$ cat config.mk
export PLATFORM = sky130hd
export DESIGN_NAME = bus_datapath
export DESIGN_NICKNAME = d
export VERILOG_FILES = /design/src/rtl/bus_datapath_pkg.sv /design/src/rtl/bus_datapath_alu.sv /design/src/rtl/bus_datapath.sv
export SDC_FILE = /design/constraint.sdc
export NUM_CORES = 1
export LEC_CHECK = 0
export BUFFER_PORTS_ARGS = -buffer_cell sky130_fd_sc_hd__buf_4
export CAP_MARGIN = 30
export CORE_ASPECT_RATIO = 2
export CORE_UTILIZATION = 65
export CTS_BUF_LIST = sky130_fd_sc_hd__clkbuf_4
export DETAILED_ROUTE_END_ITERATION = 8
export PLACE_DENSITY = 0.88
export SLEW_MARGIN = 20
export SYNTH_ARGS = -nofsm -noshare
export SYNTH_HDL_FRONTEND = slang
export SYNTH_SLANG_ARGS = --single-unit
export TNS_END_PERCENT = 10
$ cat constraint.sdc
create_clock -name clk -period 7.95 [get_ports clk]
set_clock_uncertainty 0.05 [all_clocks]
set_input_delay 0.3975 -clock clk [delete_from_list [all_inputs] [get_ports clk]]
set_output_delay 0.3975 -clock clk [all_outputs]
set_load 0.01 [all_outputs]
$ cat src/rtl/bus_datapath_pkg.sv
// Shared codes for the bus datapath: ALU ops, bus source/destination
// selectors and memory FSM state encodings.
package bus_datapath_pkg;

  localparam logic [2:0] OP_ADD = 3'd0;
  localparam logic [2:0] OP_SUB = 3'd1;
  localparam logic [2:0] OP_AND = 3'd2;
  localparam logic [2:0] OP_OR  = 3'd3;
  localparam logic [2:0] OP_XOR = 3'd4;
  localparam logic [2:0] OP_NOT = 3'd5;
  localparam logic [2:0] OP_SHL = 3'd6;
  localparam logic [2:0] OP_SHR = 3'd7;

  localparam logic [3:0] SRC_ZERO = 4'd0;
  localparam logic [3:0] SRC_ALU  = 4'd1;
  localparam logic [3:0] SRC_PC   = 4'd2;
  localparam logic [3:0] SRC_MDR  = 4'd3;
  localparam logic [3:0] SRC_REG0 = 4'd4;

  localparam logic [3:0] DST_NONE = 4'd0;
  localparam logic [3:0] DST_A    = 4'd1;
  localparam logic [3:0] DST_B    = 4'd2;
  localparam logic [3:0] DST_PC   = 4'd3;
  localparam logic [3:0] DST_MAR  = 4'd4;
  localparam logic [3:0] DST_MDR  = 4'd5;
  localparam logic [3:0] DST_REG0 = 4'd6;

  localparam logic [1:0] ST_IDLE   = 2'd0;
  localparam logic [1:0] ST_ACCESS = 2'd1;
  localparam logic [1:0] ST_DONE   = 2'd2;

endpackage

$ cat src/rtl/bus_datapath_alu.sv
// alu_core: combinational ALU, result truncated to WIDTH plus carry.
// Ports: a_i, b_i operands; op_i opcode; res_o result; carry_o carry.
module alu_core
  import bus_datapath_pkg::*;
#(
  parameter int WIDTH = 16
) (
  input  logic [WIDTH-1:0] a_i,
  input  logic [WIDTH-1:0] b_i,
  input  logic [2:0]       op_i,
  output logic [WIDTH-1:0] res_o,
  output logic             carry_o
);

  logic [WIDTH:0] sum;

  always_comb begin
    sum     = '0;
    res_o   = '0;
    carry_o = 1'b0;
    unique case (op_i)
      OP_ADD: begin
        sum     = {1'b0, a_i} + {1'b0, b_i};
        res_o   = sum[WIDTH-1:0];
        carry_o = sum[WIDTH];
      end
      OP_SUB: begin
        // A + ~B + 1 so carry means "no borrow"
        sum     = {1'b0, a_i} + {1'b0, ~b_i}
                + {{WIDTH{1'b0}}, 1'b1};
        res_o   = sum[WIDTH-1:0];
        carry_o = sum[WIDTH];
      end
      OP_AND: res_o = a_i & b_i;
      OP_OR:  res_o = a_i | b_i;
      OP_XOR: res_o = a_i ^ b_i;
      OP_NOT: res_o = ~a_i;
      OP_SHL: begin
        res_o   = {a_i[WIDTH-2:0], 1'b0};
        carry_o = a_i[WIDTH-1];
      end
      OP_SHR: begin
        res_o   = {1'b0, a_i[WIDTH-1:1]};
        carry_o = a_i[0];
      end
      default: ;
    endcase
  end

endmodule

$ cat src/rtl/bus_datapath.sv
// bus_datapath: single-bus register datapath with ALU, PC and memory FSM.
// Ports: src/dst selects drive the bus, ALU/PC controls, memory handshake.
module bus_datapath
  import bus_datapath_pkg::*;
#(
  parameter int WIDTH   = 16,
  parameter int NREGS   = 4,
  parameter int NPORTS  = 2,
  parameter int TIMEOUT = 255
) (
  input  logic                    clk,
  input  logic                    rst,
  input  logic [3:0]              src_sel,
  input  logic [3:0]              dst_sel,
  input  logic [2:0]              alu_op,
  input  logic                    alu_lat,
  input  logic                    pc_inc,
  input  logic                    mem_rd,
  input  logic                    mem_wr,
  input  logic [NPORTS*WIDTH-1:0] port_in,
  output logic [NPORTS*WIDTH-1:0] port_out,
  output logic [WIDTH-1:0]        bus,
  output logic                    zero,
  output logic                    carry,
  output logic [WIDTH-1:0]        mem_addr,
  output logic [WIDTH-1:0]        mem_wdata,
  input  logic [WIDTH-1:0]        mem_rdata,
  output logic                    mem_req,
  output logic                    mem_we,
  input  logic                    mem_ack,
  output logic                    busy,
  output logic                    done,
  output logic                    mem_err
);

  localparam int CW = (TIMEOUT > 1) ? $clog2(TIMEOUT) : 1;

  logic [WIDTH-1:0] a_q, a_d, b_q, b_d;
  logic [WIDTH-1:0] aout_q, aout_d;
  logic             zero_q, zero_d, carry_q, carry_d;
  logic [WIDTH-1:0] pc_q, pc_d, mar_q, mar_d, mdr_q, mdr_d;
  logic [WIDTH-1:0] regs_q [NREGS];
  logic [WIDTH-1:0] regs_d [NREGS];
  logic [WIDTH-1:0] pout_q [NPORTS];
  logic [WIDTH-1:0] pout_d [NPORTS];
  logic [1:0]       st_q, st_d;
  logic             we_q, we_d, err_q, err_d;
  logic [CW-1:0]    cnt_q, cnt_d;

  logic [WIDTH-1:0] bus_w, alu_res;
  logic             alu_c, busy_w;

  alu_core #(.WIDTH(WIDTH)) u_alu (
    .a_i    (a_q),
    .b_i    (b_q),
    .op_i   (alu_op),
    .res_o  (alu_res),
    .carry_o(alu_c)
  );

  assign busy_w = (st_q == ST_ACCESS);

  always_comb begin
    bus_w = '0;
    unique case (src_sel)
      SRC_ALU: bus_w = aout_q;
      SRC_PC:  bus_w = pc_q;
      SRC_MDR: bus_w = mdr_q;
      default: ;
    endcase
    for (int i = 0; i < NREGS; i++)
      if (int'(src_sel) == int'(SRC_REG0) + i)
        bus_w = regs_q[i];
    for (int i = 0; i < NPORTS; i++)
      if (int'(src_sel) == int'(SRC_REG0) + NREGS + i)
        bus_w = port_in[i*WIDTH +: WIDTH];
  end

  always_comb begin
    a_d     = a_q;
    b_d     = b_q;
    aout_d  = aout_q;
    zero_d  = zero_q;
    carry_d = carry_q;
    pc_d    = pc_q;
    mar_d   = mar_q;
    mdr_d   = mdr_q;
    regs_d  = regs_q;
    pout_d  = pout_q;
    if (pc_inc)
      pc_d = pc_q + WIDTH'(1);
    unique case (dst_sel)
      DST_A:   a_d  = bus_w;
      DST_B:   b_d  = bus_w;
      DST_PC:  pc_d = bus_w;
      DST_MAR: if (!busy_w) mar_d = bus_w;
      DST_MDR: if (!busy_w) mdr_d = bus_w;
      default: ;
    endcase
    for (int i = 0; i < NREGS; i++)
      if (int'(dst_sel) == int'(DST_REG0) + i)
        regs_d[i] = bus_w;
    for (int i = 0; i < NPORTS; i++)
      if (int'(dst_sel) == int'(DST_REG0) + NREGS + i)
        pout_d[i] = bus_w;
    if (alu_lat) begin
      aout_d  = alu_res;
      zero_d  = (alu_res == '0);
      carry_d = alu_c;
    end
    if (busy_w && mem_ack && !we_q)
      mdr_d = mem_rdata;
  end

  always_comb begin
    st_d  = st_q;
    we_d  = we_q;
    cnt_d = cnt_q;
    err_d = 1'b0;
    unique case (st_q)
      ST_IDLE: begin
        if (mem_rd && mem_wr) begin
          err_d = 1'b1;
        end else if (mem_rd || mem_wr) begin
          st_d  = ST_ACCESS;
          we_d  = mem_wr;
          cnt_d = '0;
        end
      end
      ST_ACCESS: begin
        if (mem_ack) begin
          st_d = ST_DONE;
        end else if (cnt_q == CW'(TIMEOUT - 1)) begin
          st_d  = ST_IDLE;
          err_d = 1'b1;
        end else begin
          cnt_d = cnt_q + CW'(1);
        end
      end
      ST_DONE: st_d = ST_IDLE;
      default: st_d = ST_IDLE;
    endcase
  end

  always_ff @(posedge clk or negedge rst) begin
    if (!rst) begin
      a_q     <= '0;
      b_q     <= '0;
      aout_q  <= '0;
      zero_q  <= 1'b0;
      carry_q <= 1'b0;
      pc_q    <= '0;
      mar_q   <= '0;
      mdr_q   <= '0;
      for (int i = 0; i < NREGS; i++)
        regs_q[i] <= '0;
      for (int i = 0; i < NPORTS; i++)
        pout_q[i] <= '0;
      st_q    <= ST_IDLE;
      we_q    <= 1'b0;
      err_q   <= 1'b0;
      cnt_q   <= '0;
    end else begin
      a_q     <= a_d;
      b_q     <= b_d;
      aout_q  <= aout_d;
      zero_q  <= zero_d;
      carry_q <= carry_d;
      pc_q    <= pc_d;
      mar_q   <= mar_d;
      mdr_q   <= mdr_d;
      regs_q  <= regs_d;
      pout_q  <= pout_d;
      st_q    <= st_d;
      we_q    <= we_d;
      err_q   <= err_d;
      cnt_q   <= cnt_d;
    end
  end

  always_comb begin
    port_out = '0;
    for (int i = 0; i < NPORTS; i++)
      port_out[i*WIDTH +: WIDTH] = pout_q[i];
  end

  assign bus       = bus_w;
  assign zero      = zero_q;
  assign carry     = carry_q;
  assign mem_addr  = mar_q;
  assign mem_wdata = mdr_q;
  assign mem_req   = busy_w;
  assign mem_we    = busy_w && we_q;
  assign busy      = busy_w;
  assign done      = (st_q == ST_DONE);
  assign mem_err   = err_q;

endmodule

# ---- Yosys cells after proc, flatten, opt, wreduce, memory -nomap -nowiden
# Index checks and enable logic that the tools add are counted.
dict set report totals {
  inputBits 66
  elab_cells 111
  ff_bits 206
  out_inout_bits 87
}
dict set report classes {
  n_eq_ne 36
  reduce_logical 17
  n_bitwise 7
  mux 28
  n_addsub 5
}
# operator count
set ops {}
lappend ops {{$mux 16} 11}
lappend ops {{$pmux 16 s8} 1}
lappend ops {{$eq 4x4->1 const B} 12}
lappend ops {{$pmux 16 s3} 1}
lappend ops {{$add 16x16->17} 2}
lappend ops {{$mux 8} 4}
lappend ops {{$not 16->16} 2}
lappend ops {{$add 17x1->17 const B} 1}
lappend ops {{$add 16x1->16 const B} 1}
lappend ops {{$and 16x16->16} 1}
lappend ops {{$eq 4x2->1 const B} 4}
lappend ops {{$logic_not 16->1} 1}
lappend ops {{$or 16x16->16} 1}
lappend ops {{$pmux 8 s2} 1}
lappend ops {{$xor 16x16->16} 1}
lappend ops {{$eq 3x3->1 const B} 4}
lappend ops {{$add 8x1->8 const B} 1}
lappend ops {{$eq 4x1->1 const B} 2}
lappend ops {{$eq 4x3->1 const B} 2}
lappend ops {{$eq 8x8->1 const B} 1}
lappend ops {{$mux 2} 4}
lappend ops {{$ne 2x2->1 const B} 4}
lappend ops {{$eq 3x2->1 const B} 2}
lappend ops {{$reduce_and 3->1} 2}
lappend ops {{18 further kinds} 27}

# ---- Depth between registers and ports, before layout
dict set report depth {
  ltp_word 11
  mapped_depth 13
  ltp_nobuf 13
}

# ---- By module
# Synthesis repeated with hierarchy kept, for this count alone.
dict set report hier_totals {
  cells_unflattened 1419
  hier_area_um2 12958.7
}
# mod seq_area_each_um2 cells_each area_each_um2 n_inst
set by_module_without_submodules {}
lappend by_module_without_submodules {bus_datapath 5154.9 997 10053.4 1}
lappend by_module_without_submodules {alu_core 0.0 422 2905.3 1}

# ---- Worst setup path after synthesis
# Ideal clock, no wire load.
dict set report synth_timing {
  kind {reg2reg}
  from {register a_q[0]}
  to {register zero_q (netlist: zero)}
  path_stages_with_launch 14
  synth_period_minus_slack_ns 3.306
  arrival_time_ns 3.161
  slack_ns 4.644
  required_time_ns 7.804
  n_path_buf 0
  setup_ns 0.096
  path_cell_list {dfrtp_1 -> inv_1 -> ha_1 -> inv_1 -> fa_1 -> nor2b_1 -> o22a_1 -> mux2i_1 -> a32o_1 -> or4_1 -> nor3_1 -> nand4b_1 -> or4_4 -> o32ai_2}
}
dict set report synth_via {
  elab_chain_len 4
  word_cells_on_any_way 9
  classes_between {add/sub (3); mux (1); bitwise (4); reduce/logical (1)}
}
# element line
set synth_rtl {}
lappend synth_rtl {{start: declaration} bus_datapath.sv:38} ;# logic [WIDTH-1:0] a_q, a_d, b_q, b_d;
lappend synth_rtl {{start signal: assignment} bus_datapath.sv:147} ;# a_q <= '0;
lappend synth_rtl {{start signal: assignment} bus_datapath.sv:164} ;# a_q <= a_d;
lappend synth_rtl {{$add 16x16->17} bus_datapath_alu.sv:29} ;# sum = {1'b0, a_i} + {1'b0, ~b_i}
lappend synth_rtl {{$add 17x1->17} bus_datapath_alu.sv:30} ;# + {{WIDTH{1'b0}}, 1'b1};
lappend synth_rtl {{$pmux 16 s8 *} bus_datapath_alu.sv:21} ;# unique case (op_i)
lappend synth_rtl {{$logic_not 16->1 *} bus_datapath.sv:108} ;# zero_d = (alu_res == '0);
lappend synth_rtl {{end signal: assignment} bus_datapath.sv:167} ;# zero_q <= zero_d;
lappend synth_rtl {{end: declaration} bus_datapath.sv:40} ;# logic zero_q, zero_d, carry_q, carry_d;
# Mark *: on every way between the ends. The rest lies on a longest branch, timed or not.
# A chain may end at the register's enable or synchronous reset.

# ---- Worst setup path after layout
# Same ends and word-level chain as after synthesis.

==> results.txt <==
Initial antenna violation count - 2
DRC Markers - 1
Max-cap violations - 0
Largest net degree at the start of global routing - 124
Leak pwr - 6.63 nW
RSZ-0062 raised after global routing - no
Reg2reg setup slack - 4.13 ns
H-tree level count - 2
GRT overflow - 0
Flop pwr share - 39.4%
Crit share post-route - 48.0%
Sink Count - 206
Worst IR Drop VDD - 0.188 mV
Worst hold path type - in -> reg
CP required - 8.47 ns
Count leader, synth - o21ai_0
Area leader, netlist - dfrtp_1
Syn Inst Count - 1425
DR iter-0 viols - 953
Peak Freq - 0.262 GHz
First-pass GRT wire length - 60.6 mm
Post-detailed-routing wire length - 39.7 mm
Setup TNS - 0 ns
Sw frac - 39.6%
Detailed Routing Iterations Pass 1 - 9
Share of layout cells above drive strength 1 - 17.9%
Die Wd - 98.2 um
Top cells by area, synth - dfrtp_1 43%, o21ai_0 12%, nand2_1 7.5%
Internal power - 2.39 mW
Number of port buffers - 152
Crit path time final - 3.82 ns
Worst-Skew Late Latency - 0.67 ns
EDFF count, synth - 0
Initial Util - 66.1%
Clock tree buffer depth - 3
PD cells - 280 nW/um^2
TritonCTS Buffers - 44
Worst-path clk slew - 0.08 ns
Hold path cells - 4
CP Data Arrival Time - 4.33 ns
Yosys cell types - 79
DP HPWL - 27.3 mm
Final setup viols - 0
Syn_area_per_cell - 8.45 um^2
Gr usage total - 41.8%
Area delta synth->final - 17.5%
Hold WS - 0.0441 ns
FFs w/ async S/R, synth - 100%
Syn nets - 1544
Synth warnings - 0
Slew HR - 38.9%
Die height - 194 um
# rows - 70
Detail Route Antenna Nets - 0
Seq/Total Area, Yosys - 42.8%
Worst-margin pin slew - 0.915 ns
Avg WL per Cell - 21.8 um
Startpoint types - register
Post-CTS Resized - 0
Clk pwr share - 21.5%
Comb pwr share - 39.1%
Crit Path Max Fanout - 6
Reg2reg path depth - 13
Kind of critical path - reg -> reg
Final Wtd Congestion - 1.01
Vias per inst - 6.46
DR vias - 11800
Commonest register cell after synthesis - dfrtp_1
Placeable Area - 18200 um^2
Slew Limit Fails - 0
CTS tree - built
Mapped Area - 12000 um^2
Hold Vio Cnt, Final - 0
I/O pin count - 153
Post-layout total power - 3.96 mW
Commonest cells in the netlist - 279 x o21ai_0, 240 x nand2_1, 206 x dfrtp_1
Final Util - 77.6%
Die area - 19100 um^2
Fill cells - 1272
Vias in the first global route - 11500
Synth Register Bits - 206
NetSw - 1.57 mW
Top cell type's share of synthesized area - 42.8%
Clock Tree Root - clkbuf_4
Crit. End Element - register
Violations in the final reports - DRC
Status - finished, violations left
Nets - 1695
registers in the layout (all words and copies together), names as in the netlist:
name / flops
we_q: 1
zero: 1
a_q: 16
mem_err: 1
port_out: 32
carry: 1
mem_wdata: 16
cnt_q: 8
aout_q: 16
st_q: 2
b_q: 16
pc_q: 16
regs_q: 64
mem_addr: 16
path summary, 6_finish.rpt:
| kind | from | to |
|---|---|---|
| min in group asynchronous | rst | regs_q[35] |
| setup / recovery | a_q[0] | zero |
| setup reg to reg | a_q[0] | zero |
| hold reg to reg | regs_q[39] | regs_q[39] |
| max in group asynchronous | rst | b_q[12] |
| hold / removal | pc_inc | pc_q[0] |
through the flow:
stage	instances	setup slack, ns	area, um^2
2_1_floorplan	1425	4.64	12000
3_3_place_gp	1718	4.26	13200
3_5_place_dp	1721	4.20	13300
4_1_cts	1814	4.19	14100
5_1_grt	1821	3.99	14100
6_report	1821	4.13	14100
layout make-up:
type	instances	area, um^2	share of cell area, %
Sequential cell	206	5150	36.5
Tap cell	216	270	1.91
Antenna cell	2	5.00	0.0354
Inverter	74	278	1.96
Multi-Input combinational cell	1044	6170	43.6
Timing Repair Buffer	206	1690	12.0
Clock inverter	15	138	0.973
Clock buffer	58	435	3.08
worst max-delay path: stages (launching register included):
cell	delay [ns]
dfrtp_1	0.44
inv_1	0.11
ha_1	0.17
inv_1	0.05
fa_1	0.40
nor2b_1	0.16
o22a_1	0.22
mux2i_1	0.13
a32o_1	0.26
or4_1	0.56
nor3_1	0.31
nand4b_1	0.16
or4_4	0.50
o32ai_2	0.20
repair_timing:
| item | 4_1_cts | 5_1_grt |
|---|---|---|
| setup buffers | 0 | 0 |
| endpoints found under the hold margin | 140 | 0 |
| setup endpoints to repair | 0 | 0 |
| hold buffers | 20 | 0 |
logic make-up after synthesis:
logic type / Yosys count / synth area share [%]
simple gates: 449 / 16.9
compound gates: 485 / 23.6
fa+ha+maj: 53 / 5.63
flops: 206 / 42.8
mux: 29 / 2.95
buf+inv: 175 / 6.06
xor+xnor: 28 / 2.04
cell usage in the layout, fill, tap and decap left out, types with 33 or more instances in the layout:
master and n:
buf_4 177, nand2_1 240, nor2_1 53, a21oi_1 65
dfrtp_1 206, o21ai_0 268, nand3_1 55, a22oi_1 33
clkbuf_4 58, ha_1 51, inv_1 71
power groups by stage:
stage                     Clock (mW)  Combinational [mW]  Sequential, mW
after floorplan                    0               0.880            1.54
after global placement             0                1.44            1.55
after detailed placement           0                1.47            1.56
after CTS                      0.855                1.50            1.54
after global routing           0.909                1.67            1.58
final                          0.853                1.55            1.56
metal layers:
layer,share of wire (%),vias up,global-route usage [%]
met4,9.5,0,38.3
met5,0,-,0
met2,51,651,70.9
met1,33,5591,43.2
met3,6.7,220,7.34
li1,-,5295,-
No activity file was read; power rests on OpenSTA's default activity.
